**src/rtl/sqrt_batch_engine.sv**
```systemverilog
// Batch square-root engine: operands are loaded into an internal memory, then a batch walks
// addresses 0..Last_Addr and emits floor(sqrt) per element. Optional SQRT_REMAINDER_EN adds Out_Rem.
module sqrt_batch_engine #(
  parameter int DATA_W = 8,
  parameter int ADDR_W = 4
) (
  input  logic                  CLK,
  input  logic                  Reset,
  input  logic                  Wr_En,
  input  logic [ADDR_W-1:0]     Wr_Addr,
  input  logic [DATA_W-1:0]     Wr_Data,
  input  logic                  St,
  input  logic [ADDR_W-1:0]     Last_Addr,
  output logic                  Busy,
  output logic                  Out_Valid,
  input  logic                  Out_Ready,
  output logic [ADDR_W-1:0]     Out_Addr,
  output logic [DATA_W-1:0]     Out_N,
  output logic [DATA_W/2-1:0]   Out_Sqrt,
  output logic                  Done,
  output logic [2:0]            Dbg_State
`ifdef SQRT_REMAINDER_EN
  ,
  output logic [DATA_W/2:0]     Out_Rem
`endif
);

  localparam int H  = DATA_W / 2;
  localparam int CW = $clog2(H) + 1;
  localparam logic [CW-1:0] CNT_LAST = CW'(H - 1);

  localparam logic [2:0] S_IDLE = 3'd0;
  localparam logic [2:0] S_READ = 3'd1;
  localparam logic [2:0] S_LOAD = 3'd2;
  localparam logic [2:0] S_CALC = 3'd3;
  localparam logic [2:0] S_OUT  = 3'd4;
  localparam logic [2:0] S_FIN  = 3'd5;

  logic [2:0]        state_q, state_d;
  logic [ADDR_W-1:0] ptr_q, ptr_d;
  logic [ADDR_W-1:0] last_q, last_d;
  logic [DATA_W-1:0] n_q, n_d;
  logic [DATA_W-1:0] x_q, x_d;
  logic [H-1:0]      root_q, root_d;
  logic [H+1:0]      rem_q, rem_d;
  logic [CW-1:0]     cnt_q, cnt_d;

  logic [DATA_W-1:0] mem_q [2**ADDR_W];
  logic [DATA_W-1:0] rd_q;
  logic              wr_fire;

  logic [H+1:0]      trial;
  logic [H+1:0]      sub;
  logic              ge;

  assign wr_fire = Wr_En && (state_q == S_IDLE);

  // Memory is never reset so operands survive an aborted batch; read port is registered.
  always_ff @(posedge CLK) begin
    if (wr_fire) mem_q[Wr_Addr] <= Wr_Data;
    rd_q <= mem_q[ptr_q];
  end

  // Restoring step: bring down the next operand bit pair and try to subtract 4*root+1.
  assign trial = (rem_q << 2) | {{H{1'b0}}, x_q[DATA_W-1 -: 2]};
  assign sub   = {root_q, 2'b01};
  assign ge    = (trial >= sub);

  always_comb begin
    state_d = state_q;
    ptr_d   = ptr_q;
    last_d  = last_q;
    n_d     = n_q;
    x_d     = x_q;
    root_d  = root_q;
    rem_d   = rem_q;
    cnt_d   = cnt_q;
    case (state_q)
      S_IDLE: begin
        if (St) begin
          last_d  = Last_Addr;
          ptr_d   = '0;
          state_d = S_READ;
        end
      end
      S_READ: state_d = S_LOAD;
      S_LOAD: begin
        n_d     = rd_q;
        x_d     = rd_q;
        root_d  = '0;
        rem_d   = '0;
        cnt_d   = '0;
        state_d = S_CALC;
      end
      S_CALC: begin
        root_d = {root_q[H-2:0], ge};
        rem_d  = ge ? (trial - sub) : trial;
        x_d    = x_q << 2;
        cnt_d  = cnt_q + CW'(1);
        if (cnt_q == CNT_LAST) state_d = S_OUT;
      end
      // Result holds in OUT until Out_Valid && Out_Ready on a rising edge; only then does
      // the pointer advance, so every element is transferred exactly once.
      S_OUT: begin
        if (Out_Ready) begin
          if (ptr_q == last_q) begin
            state_d = S_FIN;
          end else begin
            ptr_d   = ptr_q + ADDR_W'(1);
            state_d = S_READ;
          end
        end
      end
      S_FIN:   state_d = S_IDLE;
      default: state_d = S_IDLE;
    endcase
  end

  always_ff @(posedge CLK or posedge Reset) begin
    if (Reset) begin
      state_q <= S_IDLE;
      ptr_q   <= '0;
      last_q  <= '0;
      n_q     <= '0;
      x_q     <= '0;
      root_q  <= '0;
      rem_q   <= '0;
      cnt_q   <= '0;
    end else begin
      state_q <= state_d;
      ptr_q   <= ptr_d;
      last_q  <= last_d;
      n_q     <= n_d;
      x_q     <= x_d;
      root_q  <= root_d;
      rem_q   <= rem_d;
      cnt_q   <= cnt_d;
    end
  end

  assign Busy      = (state_q != S_IDLE);
  assign Out_Valid = (state_q == S_OUT);
  assign Done      = (state_q == S_FIN);
  assign Out_Addr  = ptr_q;
  assign Out_N     = n_q;
  assign Out_Sqrt  = root_q;
  assign Dbg_State = state_q;

`ifdef SQRT_REMAINDER_EN
  assign Out_Rem = rem_q[H:0];
`endif

endmodule

```
**config.mk**
```make
export PLATFORM = sky130hd
export DESIGN_NAME = sqrt_batch_engine
export DESIGN_NICKNAME = d
export VERILOG_FILES = /design/src/rtl/sqrt_batch_engine.sv
export SDC_FILE = /design/constraint.sdc
export NUM_CORES = 1
export LEC_CHECK = 0
export ABC_AREA = 1
export CAP_MARGIN = 20
export CORE_ASPECT_RATIO = 0.7
export CORE_MARGIN = 2
export CORE_UTILIZATION = 53
export DETAILED_ROUTE_END_ITERATION = 16
export PLACE_DENSITY = 0.72
export SYNTH_ARGS = -nofsm -noshare
export SYNTH_HDL_FRONTEND = slang
export SYNTH_SLANG_ARGS = --single-unit
```
**constraint.sdc**
```tcl
create_clock -name CLK -period 2.1 [get_ports CLK]
set_input_delay 0.42 -clock CLK [delete_from_list [all_inputs] [get_ports CLK]]
set_output_delay 0.42 -clock CLK [all_outputs]
set_load 0.05 [all_outputs]
```
Yosys cells after proc, flatten, opt, wreduce, memory -nomap -nowiden. Memories as Yosys holds them, arrays and structs flattened. A register that Yosys moved wholly into a read port is not among the register bits. Cells that the tools add are included.

Multiplexer cells: 16. Reductions and logical operators: 8. Bitwise gates (word level): 1. Magnitude comparators: 1. Shift operators: 0. Equal/unequal tests: 11. Div/mod/pow operators: 0. $mul: 0. Add/sub/neg operators: 3.

Operators by type and width (number): 4-bit one-hot mux with 2 select lines (3); 4-bit 2-to-1 mux (4); 8-bit one-hot mux with 2 select lines (1); 3-bit one-hot mux with 5 select lines (1); 3-bit 2-to-1 mux (4); 3-bit by 2-bit equality test with 1-bit output (second input constant) (3); 3-bit equality test (second input constant) (2); 6-bit greater-or-equal comparator (1); 2-bit inequality test (second input constant) (3); 6-bit by 2-bit OR with 6-bit output (1); 3-bit one-hot mux with 2 select lines (1); 4-bit by 1-bit adder with 4-bit output (second input constant) (1); 4-bit equality test (1); 4-bit AND reduction (1); 2-bit nonzero test (2); 4-bit subtractor (1); 3-bit by 1-bit adder with 3-bit output (second input constant) (1); 3-bit by 1-bit equality test with 1-bit output (second input constant) (1); 3-bit logical NOT (1); 3-bit AND reduction (1); 3-bit nonzero test (1); 1-bit 2-to-1 mux (2); 2-bit by 1-bit inequality test with 1-bit output (second input constant) (1); 2-bit AND reduction (1); 1-bit logical AND (1).

Output and inout port bits: 22. Bits in writable memories: 128. Bits of input ports: 21. Bits in registers: 38. Word-level logic and storage cells: 49. Bits in latches: 0. Memories: 1. Bits in read-only memories: 0.

Memory list: mem_q (words 16, width 8, rd ports 1, clocked after Yosys merged registers in 1, write ports 1, RTL line 48) `logic [DATA_W-1:0] mem_q [2**ADDR_W];`.

Depth between registers and ports, before layout. Gate-level depths: netlist of the first run.

Word-level depth: 4. Gate-level depth with buffers: 9. Gate-level depth less buffers: 9.

Least setup slack after synthesis of the first run. No wires, ideal clock.

Path kind: register to output. Start: register state_q[2], in the netlist Dbg_State[2]. End: output Done. Arrival time: 1.997 ns. Buffers on the path: 0. Slack: -0.317 ns. Cell stages (with the launch flop): 3. Cell sequence: dfrtp_1 > inv_4 > nor3_1.

Word-level cells in the longest chain between the ends: 1.

RTL lines: start: declaration (RTL line 39) `logic [2:0] state_q, state_d;`; start signal: assignment (RTL line 130) `state_q <= state_d;`; 3-bit equality test (RTL line 143) `assign Done = (state_q == S_FIN);`; end: declaration (RTL line 20) `output logic Done,`.

No other way between the ends.

Final worst setup path of the first run.
Start: register n_q[5], in the netlist Out_N[5]. End: output Out_N[5].

RTL lines: start: declaration (RTL line 42) `logic [DATA_W-1:0] n_q, n_d;`; start signal: assignment (RTL line 133) `n_q <= n_d;`; end: declaration (RTL line 18) `output logic [DATA_W-1:0] Out_N,`.

No word-level cell between the ends.

==> key figures, run 1 <==
Outcome
  • Status: finished clean

STA
  • Number of setup violations in the final report: 0
  • Slew HR: 0.6547
  • Slew at the pin with the worst max-slew slack: 0.5163 ns
  • RSZ-0062 raised after global routing: no
  • Clock skew: about 0.013 ns
  • Final hold violation count: 0
  • Highest clock rate: 0.4918 GHz
  • Sum Neg Setup Slack: 0 ns
  • Fin crit share: 0.9683
  • Count of pins over their slew limit: 0
  • Tmin final: 2.033 ns

Floorplan
  • Core area: 13780 um2
  • Initial Util: 0.5369
  • Full die area: 14940 um2
  • Num rows: 36
  • Die Ht: 102.9 um
  • Die Wd: 145.2 um
  • Num ports: between 40 and 50

Route
  • Drt wl/cell: around 18 um
  • Final wirelength: approximately 17000 um
  • Vias: 5171
  • Via density: 5.501
  • Final ANT Viol Nets: 0
  • DRT iter0 DRCs: between 500 and 600
  • Drt drc: 0
  • TritonRoute pass-1 iters: 6

Place
  • Quantity of I/O buffers inserted on ports: 42
  • Final Wtd Congestion: 0.8367
  • Post-DP HPWL: 11380 um

Worst setup path
  • Required @ worst endpoint: about 1.7 ns
  • Worst setup EP type: output port
  • Buf/Inv on CP: 1
  • Worst path max stage delay: between 0.8 and 0.9 ns
  • Worst-path fanout max: 2
  • Cell family with most CP delay: buffers and inverters
  • CP Cell Sequence: clkdlybuf4s50_1
  • CP max stage cell: clkdlybuf4s50_1
  • Critical Path AT: 1.61 ns
  • Worst setup SP type: flip-flop
  • Kind of critical path: reg -> out

Clock network
  • Reg clk slew, reported paths: 0.07 ns
  • TritonCTS clock tree: yes
  • CTS Buf Count: 17
  • CTS Sinks: ~170
  • Root Driver: clkbuf_16
  • H-tree levels: 4
  • Max Buffers Root-to-Sink: 2
  • Clk Latency, worst-skew pair: 0.43 ns

Synthesis
  • Register area share after synthesis: 0.6696
  • Ys Warns: 0
  • Mapped cell area: between 7000 and 8000 um2
  • Yosys reg bits: ~170
  • Cell count after synthesis: between 600 and 700
  • Syn avg cell area: 11.11 um2
  • Syn Nets: between 600 and 700
  • Post-synth cell types: 32

Global routing
  • Initial antenna violation count: 0
  • Remaining global-route overflow: 0
  • Vias in the first global route: between 4k and 5k
  • Largest net degree at the start of global routing: 71
  • Gr usage total: 0.2353
  • First-pass GRT wire length: about 26000 um

Final layout
  • Final nets: 767
  • Reg area: 4960 um2
  • Layout cells sized above 1: 0.1333
  • Fillcell total: 1039
  • Ant. Diodes: 0
  • Combined area of the multi-input logic cells: 1908 um2
  • Area Overhead vs Synth: 19.89%

Power
  • Peak supply drop: 0.8235 mV
  • P per Cell Area: between 1000 and 1500 nW/um2
  • Lkg Pwr: 3.529 nW
  • Tot Pwr: 10.73 mW

Run
  • Max cap viols: 0

Min path
  • Worst min-delay path class: in -> async
-- timing repair --
item,CTS,global route
buffers inserted,0,2
hold buffers,0,0
setup endpoints to repair,2,2
gates resized for setup,2,0
pin swaps,0,1
gates cloned,0,0
-- metal layers --
metal	track usage	part of all wire	routed length, um	vias to the layer above
met1	0.3311	0.44	7511	2496
met4	0.08446	0.018	312	0
met2	0.3682	0.46	7855	222
met5	0	0	0	-
met3	0.05310	0.087	1490	28
li1	-	-	-	2425
-- layout by cell type (no fill, tap or decap), drive strengths merged, types with 3 or more instances in the layout --
cell type,count
a21oi,27
buf,45
clkbuf,22
clkdlybuf4s50,32
clkinv,3
dfrtp,38
dfxtp,8
edfxtp,128
ha,9
inv,111
nand2,125
nand3,71
nand4,4
nor2,34
o211ai,42
o21ai,28
o221ai,5
o22ai,5
xor2,3
-- sequential cells by signal (all words and copies together) (netlist names) --
name / cells
Dbg_State: 3
Out_Addr: 4
Out_N: 8
Out_Sqrt: 4
cnt_q: 3
last_q: 4
mem_q: 128
rd_q: 8
rem_q: 4
x_q: 8
-- worst paths after layout --
check                        startpoint            to  slack [ns]  cells after the start
setup / recovery               Out_N[5]      Out_N[5]        0.07                      1
hold / removal                    Reset   Out_Addr[2]        0.22                      2
setup reg to reg           Dbg_State[1]  mem_q[12][3]        0.20                      8
hold reg to reg                 rd_q[1]      Out_N[1]        0.43                      2
max in group asynchronous         Reset        x_q[4]        1.41                      3
min in group CLK                rd_q[1]      Out_N[1]        0.43                      2
-- synth_stat cells (all sizes together) --
| cell | n | area share |
|---|---|---|
| a21oi | 27 | 0.018 |
| a22o | 1 | 0.0012 |
| buf | 22 | 0.019 |
| clkbuf | 5 | 0.0025 |
| dfrtp | 38 | 0.13 |
| dfxtp | 8 | 0.022 |
| edfxtp | 128 | 0.52 |
| ha | 9 | 0.015 |
| inv | 105 | 0.054 |
| mux2 | 2 | 0.0030 |
| nand2 | 125 | 0.064 |
| nand3 | 71 | 0.049 |
| nand3b | 2 | 0.0025 |
| nand4 | 4 | 0.0034 |
| nor2 | 34 | 0.022 |
| nor3 | 1 | 0.00068 |
| o211ai | 42 | 0.043 |
| o21ai | 28 | 0.019 |
| o221ai | 5 | 0.0059 |
| o22ai | 5 | 0.0042 |
| xnor2 | 1 | 0.0012 |
| xor2 | 3 | 0.0036 |
-- through the flow --
stage / std cells / hold slack [ns] / setup WS (ns) / util / area [um2]
detailed placement: 906 / 0.4464 / 0.04579 / 0.6006 / 8278
CTS: 938 / 0.2200 / 0.01598 / 0.6411 / 8836
finish: 940 / 0.2212 / 0.06661 / 0.6436 / 8871
floorplan: 666 / 0.4206 / -0.1735 / - / 7417
global placement: 906 / 0.4497 / 0.04703 / 0.6006 / 8278
global route: 940 / 0.2305 / 0.01474 / 0.6436 / 8871
-- kinds of logic after synthesis --
group                      Yosys count  synth area share
adders and majority gates            9           0.01522
DFF                                174            0.6696
buffers and inverters              132           0.07491
AOI/OAI and AO/OA                  108           0.09114
and+or+nand+nor                    237            0.1414
xor gates and xnor gates             4          0.004735
muxes                                2          0.003043
-- power by group --
part | internal (mW) | switching, mW
clock | 1.66 | 1.30
sequential | 4.08 | 0.275
combinational | 1.17 | 2.24
-- cell type report --
class,instances,share of cell area
repair buffers,79,0.09111
flip-flops and latches,174,0.5591
well taps,190,0.02680
multi-input cells,360,0.2151
clock buffers,22,0.05472
inverters,105,0.04471
clock inverters,10,0.008463
Power figures use the tool's default switching activity.
==> inputs of run 2 (changes only) <==
Settings changed: CTS_CLUSTER_DIAMETER from default to 60.
==> results of run 2 <==
The final DEF is identical to that of run 1; final timing and power are the same.
==> inputs of run 3 (changes only) <==
Settings changed: CORE_UTILIZATION 53 to 59, PLACE_DENSITY 0.72 to 0.79, SLEW_MARGIN from default to 25.
==> run 3 against run 2 <==
Routed wire length down 1.2%. Sequential share of layout area increased by 0.087 points. Total power up 2.8%. Clock-buffer cell count fell by 3. Clock power rose by 10%. Sequential power up 0.9%. Non-clock buffer count decreased by 1. Largest power group unchanged.
==> key figures, run 3 (synthesis results as in run 1) <==
Outcome
  • Status: finished clean

Final layout
  • Largest register FFs: 128 (unchanged)
  • Layout cells sized above 1: 0.1310 (-0.002317)
  • Area Overhead vs Synth: 19.70%
  • Commonest non-fill, non-tap cell in the layout: edfxtp_1
  • Ant. Diodes: 0 (unchanged)
  • Post-layout util: 0.7180 (+0.07434)
  • Post-route insts no fill: 910 (-3.2%)
  • Largest Register: mem_q
  • Most frequent cells in the layout: 128 x edfxtp_1, 122 x nand2_1, 100 x inv_1
  • Final nets: 766 (-0.13%)

Floorplan
  • Full die area: 13470 um2 (-9.8%)
  • Die Wd: 137.9 um (-5.1%)
  • Die Ht: 97.70 um (-5.0%)
  • Core area: 12340 um2 (-10%)
  • Num rows: 34 (-5.6%)
  • Num ports: 43 (unchanged)
  • Initial Util: 0.5998 (+0.06294)

STA
  • Clock skew: 0.008966 ns (-0.003755 ns)
  • Number of setup violations in the final report: 0 (unchanged)
  • Count of pins over their slew limit: 0 (unchanged)
  • Slew HR: 0.6514 (-0.003312)
  • Highest clock rate: 0.4914 GHz (about the same)
  • Slew at the pin with the worst max-slew slack: 0.5250 ns (+0.008669 ns)
  • Final hold violation count: 0 (unchanged)
  • Fin crit share: 0.9690 (about the same)
  • RSZ-0062 raised after global routing: no
  • Tmin final: 2.035 ns (+0.001474 ns)

Clock network
  • CTS Buf Count: 17 (unchanged)
  • TritonCTS clock tree: yes
  • Max Buffers Root-to-Sink: 2 (unchanged)
  • # Post-CTS Setup Buffers: 0 (unchanged)
  • CTS Sinks: 174 (unchanged)
  • Root Driver: clkbuf_16
  • Reg clk slew, reported paths: 0.07 ns (about the same)
  • Clk Latency, worst-skew pair: 0.43 ns (about the same)
  • H-tree levels: 4 (unchanged)

Route
  • Final wirelength: 16960 um (-1.2%)
  • DRT iter0 DRCs: 673 (+15%)
  • Via density: 5.764 (+4.8%)
  • TritonRoute pass-1 iters: 6 (unchanged)
  • Drt wl/cell: 18.64 um (+2.1%)
  • Final ANT Viol Nets: 0 (unchanged)
  • Drt drc: 0 (unchanged)
  • Vias: 5245 (+1.4%)

Global routing
  • Remaining global-route overflow: 0 (unchanged)
  • Gr usage total: 0.2762 (+0.04093)
  • Initial antenna violation count: 0 (unchanged)
  • Vias in the first global route: 5309 (+7.8%)
  • First-pass GRT wire length: 27030 um (+3.2%)
  • Largest net degree at the start of global routing: 57 (-20%)

Worst setup path
  • Worst setup EP type: output port
  • Worst setup SP type: flip-flop
  • Kind of critical path: reg -> out
  • Worst-path fanout max: 5 (+3)
  • Worst r2r src: Dbg_State[0]
  • Critical Path AT: 1.61 ns (about the same)
  • Worst r2r dst: mem_q[5][3]
  • R2R Setup Slk: 0.18 ns (-0.02 ns)
  • Worst r2r path cells: 7 (-1)
  • Required @ worst endpoint: 1.68 ns (about the same)

Power
  • Tot Pwr: 11.03 mW (+2.8%)
  • P per Cell Area: 1245 nW/um2 (+2.9%)
  • Lkg Pwr: 3.529 nW (about the same)
  • Peak supply drop: 0.9285 mV (+13%)

Place
  • Quantity of I/O buffers inserted on ports: 42 (unchanged)
  • Placed cells: 879 (-3.0%)
  • Post-DP HPWL: 11310 um (-0.62%)
  • Final Wtd Congestion: 0.9023 (+7.8%)

Min path
  • Worst min-delay path class: in -> async

Run
  • Max cap viols: 0 (unchanged)
-- run 3: cell types whose count changed in the layout (fill, tap and decap cells not counted), sizes merged --
cell / delta
buf: -1
bufinv: +4
clkbuf: -3
clkdlybuf4s50: -1
clkinv: -2
clkinvlp: +4
dlymetal6s2s: +1
inv: -4
-- run 3: worst max-delay path, stage by stage (launching register included) --
cell and delay [ns]:
dfrtp_1 0.44, nor2_2 0.25, inv_1 0.17, nor2_4 0.17, buf_12 0.15
-- run 3: worst max path at each step --
stage          depth (start not counted)    startpoint      endpoint
2_1_floorplan                          5  Dbg_State[0]  mem_q[10][0]
3_3_place_gp                           7         Wr_En   mem_q[4][7]
3_5_place_dp                           7         Wr_En   mem_q[5][7]
4_1_cts                                1      Out_N[7]      Out_N[7]
5_1_grt                                4  Dbg_State[0]     Out_Valid
6_report                               4  Dbg_State[0]     Out_Valid
-- run 3: layout make-up --
cell class | count | area, um2
clock buffer | 19 | 432.9
clock inverter | 12 | 186.4
fill | 795 | 3480
inverter | 105 | 396.6
multi-input combinational | 360 | 1908
sequential | 174 | 4960
tap | 162 | 202.7
timing repair buffer | 78 | 770.7
-- run 3: metal layers --
metal / global-route usage / part of all wire / vias up
li1: - / - / 2428
met1: 0.3841 / 0.41 / 2510
met2: 0.4162 / 0.47 / 248
met3: 0.07407 / 0.089 / 59
met4: 0.1122 / 0.030 / 0
met5: 0 / 0 / -
-- run 3: through the flow --
stage / area [um2] / setup slack (ns) / setup TNS [ns] / hold slack, ns
2_1_floorplan: 7417 / -0.1735 / -17.14 / 0.4206
3_3_place_gp: 8238 / 0.08527 / 0 / 0.4397
3_5_place_dp: 8238 / 0.06953 / 0 / 0.4517
4_1_cts: 8855 / 0.05909 / 0 / 0.4130
5_1_grt: 8857 / 0.01338 / 0 / 0.4625
6_report: 8857 / 0.06514 / 0 / 0.4021
-- run 3: repair_timing --
item | in CTS | in global routing
gates cloned | 0 | 0
pin swaps | 0 | 0
hold buffers | 0 | 0
resized for setup | 2 | 1
setup endpoints to repair | 2 | 1
-- run 3: power breakdown --
group / internal (mW) / total, mW / switching, mW
Sequential: 4.08 / 4.40 / 0.317
Combinational: 1.12 / 3.35 / 2.23
Clock: 1.99 / 3.27 / 1.28
